$ cat config.mk
export PLATFORM = sky130hd
export DESIGN_NAME = pong_engine_flat
export DESIGN_NICKNAME = d
export VERILOG_FILES = /design/src/rtl/pong_engine_if.sv /design/src/rtl/pong_engine.sv /design/src/flat_wrapper.sv
export SDC_FILE = /design/constraint.sdc
export NUM_CORES = 1
export LEC_CHECK = 0
export ABC_AREA = 1
export BUFFER_PORTS_ARGS = -buffer_cell sky130_fd_sc_hd__buf_2
export CAP_MARGIN = 20
export CORE_MARGIN = 2
export CORE_UTILIZATION = 45
export CTS_BUF_LIST = sky130_fd_sc_hd__clkbuf_16
export DETAILED_ROUTE_END_ITERATION = 8
export PLACE_DENSITY = 0.67
export RECOVER_POWER = 25
export SYNTH_ARGS = -nofsm -noshare
export SYNTH_HDL_FRONTEND = slang
export SYNTH_SLANG_ARGS = --single-unit
$ cat constraint.sdc
create_clock -name CLOCK_25 -period 2.85 [get_ports CLOCK_25]
set_input_delay 0.1425 -clock CLOCK_25 [delete_from_list [all_inputs] [get_ports CLOCK_25]]
set_output_delay 0.1425 -clock CLOCK_25 [all_outputs]
set_load 0.03 [all_outputs]
$ cat src/rtl/pong_engine_if.sv
// rtl/pong_engine_if.sv - player controls and game-state outputs of the pong engine
interface pong_engine_if;
  logic       player_1_a;
  logic       player_1_b;
  logic       player_1_switch;
  logic       player_2_a;
  logic       player_2_b;
  logic       player_2_switch;
  logic [9:0] o_pad1_y;
  logic [9:0] o_pad2_y;
  logic [9:0] o_ball_x;
  logic [9:0] o_ball_y;
  logic [3:0] o_score1;
  logic [3:0] o_score2;
  logic [1:0] o_state;

  modport slave (
    input  player_1_a, player_1_b, player_1_switch,
    input  player_2_a, player_2_b, player_2_switch,
    output o_pad1_y, o_pad2_y, o_ball_x, o_ball_y,
    output o_score1, o_score2, o_state
  );

  modport master (
    output player_1_a, player_1_b, player_1_switch,
    output player_2_a, player_2_b, player_2_switch,
    input  o_pad1_y, o_pad2_y, o_ball_x, o_ball_y,
    input  o_score1, o_score2, o_state
  );
endinterface

$ cat src/rtl/pong_engine.sv
// rtl/pong_engine.sv - pong game logic: encoder paddles, ball physics, scoring, frame-ticked FSM
module pong_engine #(
  parameter int HRES         = 640,
  parameter int VRES         = 480,
  parameter int PAD_H        = 64,
  parameter int PAD_W        = 8,
  parameter int BALL         = 8,
  parameter int P1_X         = 16,
  parameter int P2_X         = 616,
  parameter int PAD_STEP     = 4,
  parameter int BALL_V       = 2,
  parameter int SERVE_FRAMES = 60,
  parameter int WIN_SCORE    = 9
) (
  input  logic         CLOCK_25,
  input  logic         rst_n,
  input  logic         i_vblank,
  pong_engine_if.slave bus
);
  typedef enum logic [1:0] {IDLE = 2'd0, SERVE = 2'd1, PLAY = 2'd2, OVER = 2'd3} state_t;

  localparam logic [9:0] CX       = 10'((HRES - BALL) / 2);
  localparam logic [9:0] CY       = 10'((VRES - BALL) / 2);
  localparam logic [9:0] PAD_MAX  = 10'(VRES - PAD_H);
  localparam logic [9:0] PAD_MID  = 10'((VRES - PAD_H) / 2);
  localparam logic [9:0] STEP     = 10'(PAD_STEP);
  localparam logic [9:0] Y_MAX    = 10'(VRES - BALL);
  localparam logic [9:0] P1_HIT_X = 10'(P1_X + PAD_W);
  localparam logic [9:0] P2_HIT_X = 10'(P2_X - BALL);

  localparam logic signed [10:0] S_ZERO = 11'sd0;
  localparam logic signed [10:0] S_V    = 11'(BALL_V);
  localparam logic signed [10:0] S_BALL = 11'(BALL);
  localparam logic signed [10:0] S_P1X  = 11'(P1_X);
  localparam logic signed [10:0] S_P1R  = 11'(P1_X + PAD_W);
  localparam logic signed [10:0] S_P2X  = 11'(P2_X);
  localparam logic signed [10:0] S_P2R  = 11'(P2_X + PAD_W);
  localparam logic signed [10:0] S_XMAX = 11'(HRES - BALL);
  localparam logic signed [10:0] S_YMAX = 11'(VRES - BALL);
  localparam logic [10:0] U_BALL = 11'(BALL);
  localparam logic [10:0] U_PADH = 11'(PAD_H);
  localparam logic [3:0]  WIN    = 4'(WIN_SCORE);
  localparam int CW = $clog2(SERVE_FRAMES + 1);
  localparam logic [CW-1:0] SERVE_LAST = CW'(SERVE_FRAMES - 1);

  state_t state, state_next;

  logic [6:0] raw, sync1, sync2;
  logic       vb_prev;
  logic [1:0] sw_prev, ab1_prev, ab2_prev;
  logic       vb_s, sw1, sw2, tick, press_any, start, start_pend;
  logic [1:0] ab1, ab2;

  logic [9:0]    pad1, pad2, pad1_out, pad2_out;
  logic [9:0]    ball_x, ball_y;
  logic          dx, dy;
  logic [3:0]    score1, score2;
  logic [CW-1:0] serve_cnt;

  logic signed [10:0] xs, ys, nx, ny;
  logic [9:0] y_next;
  logic       dy_next, ov1, ov2, hit_l, hit_r, miss_l, miss_r, point1, point2;
  logic [3:0] sc1_next, sc2_next;

  logic ctr_clr, ctr_inc, ball_centre, ball_step, score_clr;

  assign raw = {i_vblank, bus.player_1_a, bus.player_1_b, bus.player_1_switch,
                bus.player_2_a, bus.player_2_b, bus.player_2_switch};

  assign vb_s      = sync2[6];
  assign ab1       = sync2[5:4];
  assign sw1       = sync2[3];
  assign ab2       = sync2[2:1];
  assign sw2       = sync2[0];
  assign tick      = vb_s & ~vb_prev;
  assign press_any = (sw1 & ~sw_prev[1]) | (sw2 & ~sw_prev[0]);
  assign start     = press_any | start_pend;

  // Returns {valid, down}; Gray index {a, a^b} makes a +1 step mean "down".
  function automatic logic [1:0] quad_step(input logic [1:0] prev, input logic [1:0] cur);
    logic [1:0] delta;
    delta = {cur[1], cur[1] ^ cur[0]} - {prev[1], prev[1] ^ prev[0]};
    case (delta)
      2'd1:    quad_step = 2'b11;
      2'd3:    quad_step = 2'b10;
      default: quad_step = 2'b00;
    endcase
  endfunction

  function automatic logic [9:0] pad_move(input logic [9:0] pos, input logic [1:0] stp);
    logic [9:0] r;
    r = pos;
    if (stp[1]) begin
      if (stp[0]) r = (pos >= PAD_MAX - STEP) ? PAD_MAX : pos + STEP;
      else        r = (pos <= STEP) ? 10'd0 : pos - STEP;
    end
    return r;
  endfunction

  always_comb begin
    xs      = signed'({1'b0, ball_x});
    ys      = signed'({1'b0, ball_y});
    nx      = dx ? xs + S_V : xs - S_V;
    ny      = dy ? ys + S_V : ys - S_V;
    y_next  = ny[9:0];
    dy_next = dy;
    if (ny <= S_ZERO) begin
      y_next  = '0;
      dy_next = 1'b1;
    end else if (ny >= S_YMAX) begin
      y_next  = Y_MAX;
      dy_next = 1'b0;
    end
    // Overlap tests the live paddle so a last-moment move still counts.
    ov1    = ({1'b0, ball_y} + U_BALL > {1'b0, pad1}) && ({1'b0, ball_y} < {1'b0, pad1} + U_PADH);
    ov2    = ({1'b0, ball_y} + U_BALL > {1'b0, pad2}) && ({1'b0, ball_y} < {1'b0, pad2} + U_PADH);
    hit_l  = !dx && (nx <= S_P1R) && (nx + S_BALL > S_P1X) && ov1;
    hit_r  = dx && (nx + S_BALL >= S_P2X) && (nx < S_P2R) && ov2;
    miss_l = nx <= S_ZERO;
    miss_r = nx >= S_XMAX;
    point1 = miss_r && !hit_l && !hit_r;
    point2 = miss_l && !hit_l && !hit_r;
    sc1_next = (score1 >= WIN) ? WIN : score1 + 4'd1;
    sc2_next = (score2 >= WIN) ? WIN : score2 + 4'd1;
  end

  always_ff @(posedge CLOCK_25 or negedge rst_n) begin
    if (!rst_n) state <= IDLE;
    else        state <= state_next;
  end

  always_comb begin
    state_next = state;
    case (state)
      IDLE:  if (tick && start) state_next = SERVE;
      SERVE: if (tick && serve_cnt == SERVE_LAST) state_next = PLAY;
      PLAY: begin
        if (tick && point1)      state_next = (sc1_next == WIN) ? OVER : SERVE;
        else if (tick && point2) state_next = (sc2_next == WIN) ? OVER : SERVE;
      end
      OVER:  if (tick && start) state_next = SERVE;
      default: state_next = IDLE;
    endcase
  end

  always_comb begin
    ctr_clr     = 1'b0;
    ctr_inc     = 1'b0;
    ball_centre = 1'b0;
    ball_step   = 1'b0;
    score_clr   = 1'b0;
    case (state)
      IDLE: begin
        ctr_clr     = tick && start;
        ball_centre = tick && start;
      end
      SERVE: begin
        ctr_clr = tick && (serve_cnt == SERVE_LAST);
        ctr_inc = tick && (serve_cnt != SERVE_LAST);
      end
      PLAY: begin
        ball_step = tick;
        ctr_clr   = tick && (point1 || point2);
      end
      OVER: begin
        ctr_clr     = tick && start;
        ball_centre = tick && start;
        score_clr   = tick && start;
      end
      default: ctr_clr = 1'b0;
    endcase
  end

  always_ff @(posedge CLOCK_25 or negedge rst_n) begin
    if (!rst_n) begin
      sync1      <= '0;
      sync2      <= '0;
      vb_prev    <= 1'b0;
      sw_prev    <= '0;
      ab1_prev   <= '0;
      ab2_prev   <= '0;
      start_pend <= 1'b0;
      pad1       <= PAD_MID;
      pad2       <= PAD_MID;
      pad1_out   <= PAD_MID;
      pad2_out   <= PAD_MID;
      ball_x     <= CX;
      ball_y     <= CY;
      dx         <= 1'b1;
      dy         <= 1'b1;
      score1     <= '0;
      score2     <= '0;
      serve_cnt  <= '0;
    end else begin
      sync1    <= raw;
      sync2    <= sync1;
      vb_prev  <= vb_s;
      sw_prev  <= {sw1, sw2};
      ab1_prev <= ab1;
      ab2_prev <= ab2;
      pad1     <= pad_move(pad1, quad_step(ab1_prev, ab1));
      pad2     <= pad_move(pad2, quad_step(ab2_prev, ab2));

      // A press between frames is held until the next tick can act on it.
      if (tick)
        start_pend <= 1'b0;
      else if (press_any && (state == IDLE || state == OVER))
        start_pend <= 1'b1;

      if (tick) begin
        pad1_out <= pad1;
        pad2_out <= pad2;
      end

      if (ctr_clr)      serve_cnt <= '0;
      else if (ctr_inc) serve_cnt <= serve_cnt + 1'b1;

      if (ball_centre) begin
        ball_x <= CX;
        ball_y <= CY;
      end
      if (score_clr) begin
        score1 <= '0;
        score2 <= '0;
        dx     <= 1'b1;
      end

      if (ball_step) begin
        ball_y <= y_next;
        dy     <= dy_next;
        if (hit_l) begin
          ball_x <= P1_HIT_X;
          dx     <= 1'b1;
        end else if (hit_r) begin
          ball_x <= P2_HIT_X;
          dx     <= 1'b0;
        end else if (miss_l) begin
          score2 <= sc2_next;
          ball_x <= CX;
          ball_y <= CY;
          dx     <= 1'b0;
        end else if (miss_r) begin
          score1 <= sc1_next;
          ball_x <= CX;
          ball_y <= CY;
          dx     <= 1'b1;
        end else begin
          ball_x <= nx[9:0];
        end
      end
    end
  end

  assign bus.o_pad1_y = pad1_out;
  assign bus.o_pad2_y = pad2_out;
  assign bus.o_ball_x = ball_x;
  assign bus.o_ball_y = ball_y;
  assign bus.o_score1 = score1;
  assign bus.o_score2 = score2;
  assign bus.o_state  = state;
endmodule

$ cat src/flat_wrapper.sv
// flat-port wrapper written by rule: the top's interface ports become plain ports
module pong_engine_flat 
#(
  parameter int HRES         = 640,
  parameter int VRES         = 480,
  parameter int PAD_H        = 64,
  parameter int PAD_W        = 8,
  parameter int BALL         = 8,
  parameter int P1_X         = 16,
  parameter int P2_X         = 616,
  parameter int PAD_STEP     = 4,
  parameter int BALL_V       = 2,
  parameter int SERVE_FRAMES = 60,
  parameter int WIN_SCORE    = 9
)
  (CLOCK_25, rst_n, i_vblank, bus_player_1_a, bus_player_1_b, bus_player_1_switch, bus_player_2_a, bus_player_2_b, bus_player_2_switch, bus_o_pad1_y, bus_o_pad2_y, bus_o_ball_x, bus_o_ball_y, bus_o_score1, bus_o_score2, bus_o_state);
  pong_engine_if bus_i ();
  input  logic CLOCK_25;
  input  logic rst_n;
  input  logic i_vblank;
  input wire logic [$bits(bus_i.player_1_a)-1:0] bus_player_1_a;
  input wire logic [$bits(bus_i.player_1_b)-1:0] bus_player_1_b;
  input wire logic [$bits(bus_i.player_1_switch)-1:0] bus_player_1_switch;
  input wire logic [$bits(bus_i.player_2_a)-1:0] bus_player_2_a;
  input wire logic [$bits(bus_i.player_2_b)-1:0] bus_player_2_b;
  input wire logic [$bits(bus_i.player_2_switch)-1:0] bus_player_2_switch;
  output wire logic [$bits(bus_i.o_pad1_y)-1:0] bus_o_pad1_y;
  output wire logic [$bits(bus_i.o_pad2_y)-1:0] bus_o_pad2_y;
  output wire logic [$bits(bus_i.o_ball_x)-1:0] bus_o_ball_x;
  output wire logic [$bits(bus_i.o_ball_y)-1:0] bus_o_ball_y;
  output wire logic [$bits(bus_i.o_score1)-1:0] bus_o_score1;
  output wire logic [$bits(bus_i.o_score2)-1:0] bus_o_score2;
  output wire logic [$bits(bus_i.o_state)-1:0] bus_o_state;
  assign bus_i.player_1_a = bus_player_1_a;
  assign bus_i.player_1_b = bus_player_1_b;
  assign bus_i.player_1_switch = bus_player_1_switch;
  assign bus_i.player_2_a = bus_player_2_a;
  assign bus_i.player_2_b = bus_player_2_b;
  assign bus_i.player_2_switch = bus_player_2_switch;
  assign bus_o_pad1_y = bus_i.o_pad1_y;
  assign bus_o_pad2_y = bus_i.o_pad2_y;
  assign bus_o_ball_x = bus_i.o_ball_x;
  assign bus_o_ball_y = bus_i.o_ball_y;
  assign bus_o_score1 = bus_i.o_score1;
  assign bus_o_score2 = bus_i.o_score2;
  assign bus_o_state = bus_i.o_state;
  pong_engine #(.HRES(HRES), .VRES(VRES), .PAD_H(PAD_H), .PAD_W(PAD_W), .BALL(BALL), .P1_X(P1_X), .P2_X(P2_X), .PAD_STEP(PAD_STEP), .BALL_V(BALL_V), .SERVE_FRAMES(SERVE_FRAMES), .WIN_SCORE(WIN_SCORE)) u_core (.CLOCK_25(CLOCK_25), .rst_n(rst_n), .i_vblank(i_vblank), .bus(bus_i));
endmodule
==> flow_metrics.env <==
export IMPL_route_detailed_wl_per_inst_um=13.9
export IMPL_chipHeight_um=129
export IMPL_fmax_ghz=0.321
export IMPL_grt_max_degree=55
export IMPL_htree_num_levels=3
export IMPL_setup_ws_ps=-264
export IMPL_detailedRoute_firstIterationViolations=445
export IMPL_post_route_cells_drive_above_1_share=0.291
export IMPL_n_antenna_cell=0
export IMPL_drt_drc_violations_left=0
export IMPL_outcome="finished with violations"
export IMPL_fp_dieArea_um2=16700
export IMPL_period_needed_ps=3110
export IMPL_worst_path_dominant_cell_family="simple AND/OR/NAND/NOR gates"
export IMPL_worst_hold_path_cells=0
export IMPL_worst_hold_startpoint="u_core.sync1[0]"
export IMPL_yosysUniqueCellTypes=49
export IMPL_routed_via_count=6834
export IMPL_synth_area_top_cells="dfrtp_1, ha_1, nand2_1"
export IMPL_io_buffers=53
export IMPL_critPathLaunchType="flip-flop"
export IMPL_fp_row_count=45
export IMPL_hold_ws_ps=347
export IMPL_worstSetupEndpointType="flip-flop"
export IMPL_placed_area_um2=8200
export IMPL_required_ps=3080
export IMPL_post_route_period_util=1.09
export IMPL_floorplan_die_width_um=129
export IMPL_timing_critical_path_cells="clkinvlp_4, buf_6, ha_4, nand2_2, nand3_4, buf_4, nand2_2, nand3_2, nand2_4, buf_4, nor2_2, nand3_1, nand2_1, nor2_1, nor2_2, nand2_4, and2_4, nand3_4, nand3_2, o21ai_1"
export IMPL_groute_usage_overall=0.225
export IMPL_vias_per_cell=5.19
export IMPL_post_synth_edffs=0
export IMPL_critical_path_max_stage_delay_ps=550
export IMPL_path_clk_slew_ps=60
export IMPL_nNetsFinal=1189
export IMPL_crit_fanout=8
export IMPL_synth_avg_cell_area_um2=7.48
export IMPL_finish_instance_area_um2=9140
export IMPL_gp_routability_congestion=0.915
export IMPL_cts_buffers=9
export IMPL_max_slew_margin=-0.392
export IMPL_floorplan_core_area_um2=15300
export IMPL_hold_end="u_core.sync2[0]"
export IMPL_grt_pass1_vias=6426
export IMPL_report_final_setup_viol=35
export IMPL_final_setup_skew_ps=6.53
export IMPL_hpwl_um=13400
export IMPL_yosysWarningCount=0
export IMPL_synth_top_flop_cell="dfrtp_1"
export IMPL_synthDominantCellAreaShare=0.237
export IMPL_slew_violations=38
export IMPL_worstPathBufferInverterCount=4
export IMPL_measured_slew_at_the_worst_slew_check_pin_ps=2090
export IMPL_synth_cell_area_um2=7080
export IMPL_global_route_overflow_total=0
export IMPL_postRouteWirelength_um=18300
export IMPL_detailedRoute_firstPassIterationCount=6
export IMPL_fillers=1350
export IMPL_critical_path_slowest_cell="dfstp_2"
export IMPL_hold_violations=0
export IMPL_antenna_found_initial=0
export IMPL_cp_arrival_ps=3350
export IMPL_clk_path_buf_depth=2
export IMPL_synth_cells=946
export IMPL_clockRootBuffer="clkbuf_16"
export IMPL_start_util=0.464
export IMPL_holdCritPathClass="reg2reg"
export IMPL_synth_seq_area_share=0.326
export IMPL_ios=59
export IMPL_violations="capacitance limit, slew limit, setup timing"
export IMPL_regToRegEndpoint="u_core.bus.o_score2[1]"
export IMPL_rsz0062_at_grt="true"
export IMPL_ys_async_sr_fraction=1.00
export IMPL_finalSetupTns_ps=-6530
export IMPL_synth_ff_latch_count=91
export IMPL_area_growth_synth_to_final_pct=29.2
export IMPL_antenna_left=0
export IMPL_synth_top_area_cell="dfrtp_1"
export IMPL_number_of_maximum_capacitance_constraint_violations=1
export IMPL_tritoncts="yes"
export IMPL_worst_r2r_path_depth=20
export IMPL_r2r_setup_slack_ps=-260
export IMPL_sinks_on_the_clock_net=91
export IMPL_grt_first_pass_wirelength_um=30400
export IMPL_r2r_startpoint="u_core.dx"
export IMPL_critPathKind="reg2reg"
export IMPL_insertion_delay_of_the_later_clocked_pin_in_the_worst_skew_pair_ps=350
## stage by stage
| step | utilization | setup slack [ps] | instances |
|---|---|---|---|
| finish | 0.599 | -264 | 1317 |
| global route | 0.599 | -411 | 1317 |
| CTS | 0.587 | -145 | 1313 |
| detailed placement | 0.537 | -304 | 1273 |
| global placement | 0.537 | -231 | 1273 |
| floorplan | - | -6.40 | 950 |
## worst max path at each step
| stage | from | end | slack [ps] | depth (start not counted) |
|---|---|---|---|---|
| 5_1_grt | u_core.dx | u_core.bus.o_score2[0] | -410 | 22 |
| 2_1_floorplan | u_core.dx | u_core.serve_cnt[2] | -6 | 17 |
| 3_3_place_gp | u_core.dx | u_core.bus.o_score2[2] | -230 | 19 |
| 3_5_place_dp | u_core.dx | u_core.bus.o_ball_x[8] | -300 | 22 |
| 6_report | u_core.dx | u_core.bus.o_score2[1] | -260 | 20 |
| 4_1_cts | u_core.dx | u_core.bus.o_score2[1] | -140 | 22 |
## sequential cells by signal, summed over array words and instances (netlist names), 4 cells and up
| register | cells |
|---|---|
| u_core.bus.o_ball_y | 10 |
| u_core.bus.o_score2 | 4 |
| u_core.bus.o_pad1_y | 8 |
| u_core.bus.o_ball_x | 9 |
| u_core.bus.o_score1 | 4 |
| u_core.bus.o_pad2_y | 8 |
| u_core.pad1 | 8 |
| u_core.sync2 | 7 |
| u_core.sync1 | 7 |
| u_core.pad2 | 8 |
| u_core.serve_cnt | 6 |
## routing by layer
metal / wire (um) / GRT usage / vias up
met3: 798 / 0.0380 / 45
li1: - / - / 3406
met4: 495 / 0.0818 / 0
met2: 8600 / 0.372 / 158
met5: 0 / 0 / -
met1: 8410 / 0.298 / 3225
## cells in the mapped netlist, types with 5 or more instances
cell type  count
nand2_1      221
clkbuf_1       8
nand4_1       20
a21oi_1       46
nor3_1        13
o211ai_1       7
nor2_1        64
o21ai_0       54
a31oi_1        9
nor2_2         5
inv_1        140
or2_2          7
nand3_1       62
xor2_1        28
xnor2_1        8
dfrtp_1       67
nand2_2       12
ha_1          77
o21ai_2        7
clkinv_1       5
dfstp_2       24
buf_4          5
o2111ai_1      5
o21ai_1        9
## cells in the final DEF, fill, tap and decap left out, drive strengths merged
cell / Yosys / layout
nand2: 237 / 238
inv: 144 / 148
buf: 7 / 144
ha: 77 / 77
nor2: 70 / 70
o21ai: 70 / 70
nand3: 67 / 68
dfrtp: 67 / 67
a21oi: 46 / 46
xor2: 29 / 29
dfstp: 24 / 24
nand4: 21 / 21
nor3: 13 / 13
clkbuf: 8 / 10
a31oi: 9 / 9
xnor2: 8 / 8
dlygate4sd3: 0 / 8
or2: 7 / 7
o211ai: 7 / 7
clkinv: 5 / 6
o2111ai: 5 / 5
conb: 1 / 5
nor3b: 4 / 4
a221oi: 3 / 3
a211oi: 3 / 3
nor4: 2 / 2
o22ai: 2 / 2
o21bai: 2 / 2
fa: 2 / 2
clkinvlp: 0 / 1
and2: 1 / 1
a221o: 1 / 1
o31ai: 1 / 1
a21boi: 1 / 1
o21a: 1 / 1
nand3b: 1 / 1
bufinv: 0 / 1
## logic make-up after synthesis
| kind of cell | share of synthesized area |
|---|---|
| AO/OA/AOI/OAI | 0.123 |
| XOR/XNOR | 0.0469 |
| adder cells (fa/ha/maj) | 0.142 |
| AND/OR/NAND/NOR | 0.270 |
| flip-flops | 0.326 |
| buffers and inverters | 0.0912 |
| other | 0.000530 |
## area by class of cell
type / instances / area [um2] / share of cell area
clock buffer: 9 / 225 / 0.0246
tap: 211 / 264 / 0.0289
clock inverter: 7 / 62.6 / 0.00684
timing repair buffer: 153 / 1060 / 0.116
sequential: 91 / 2310 / 0.252
multi-input combinational: 697 / 4650 / 0.509
inverter: 149 / 573 / 0.0627
## timing repair
item / CTS / global route
setup endpoints to repair: 35 / 36
cloned: 2 / 0
hold buffers: 8 / 0
buffers inserted: 14 / 4
gates resized for setup: 64 / 48
endpoints found under the hold margin: 34 / 0
pin swaps: 33 / 23
Power is left out: the tool's default activity adds up to more than one toggle a clock period on the data nets, which glitch-free logic cannot reach.
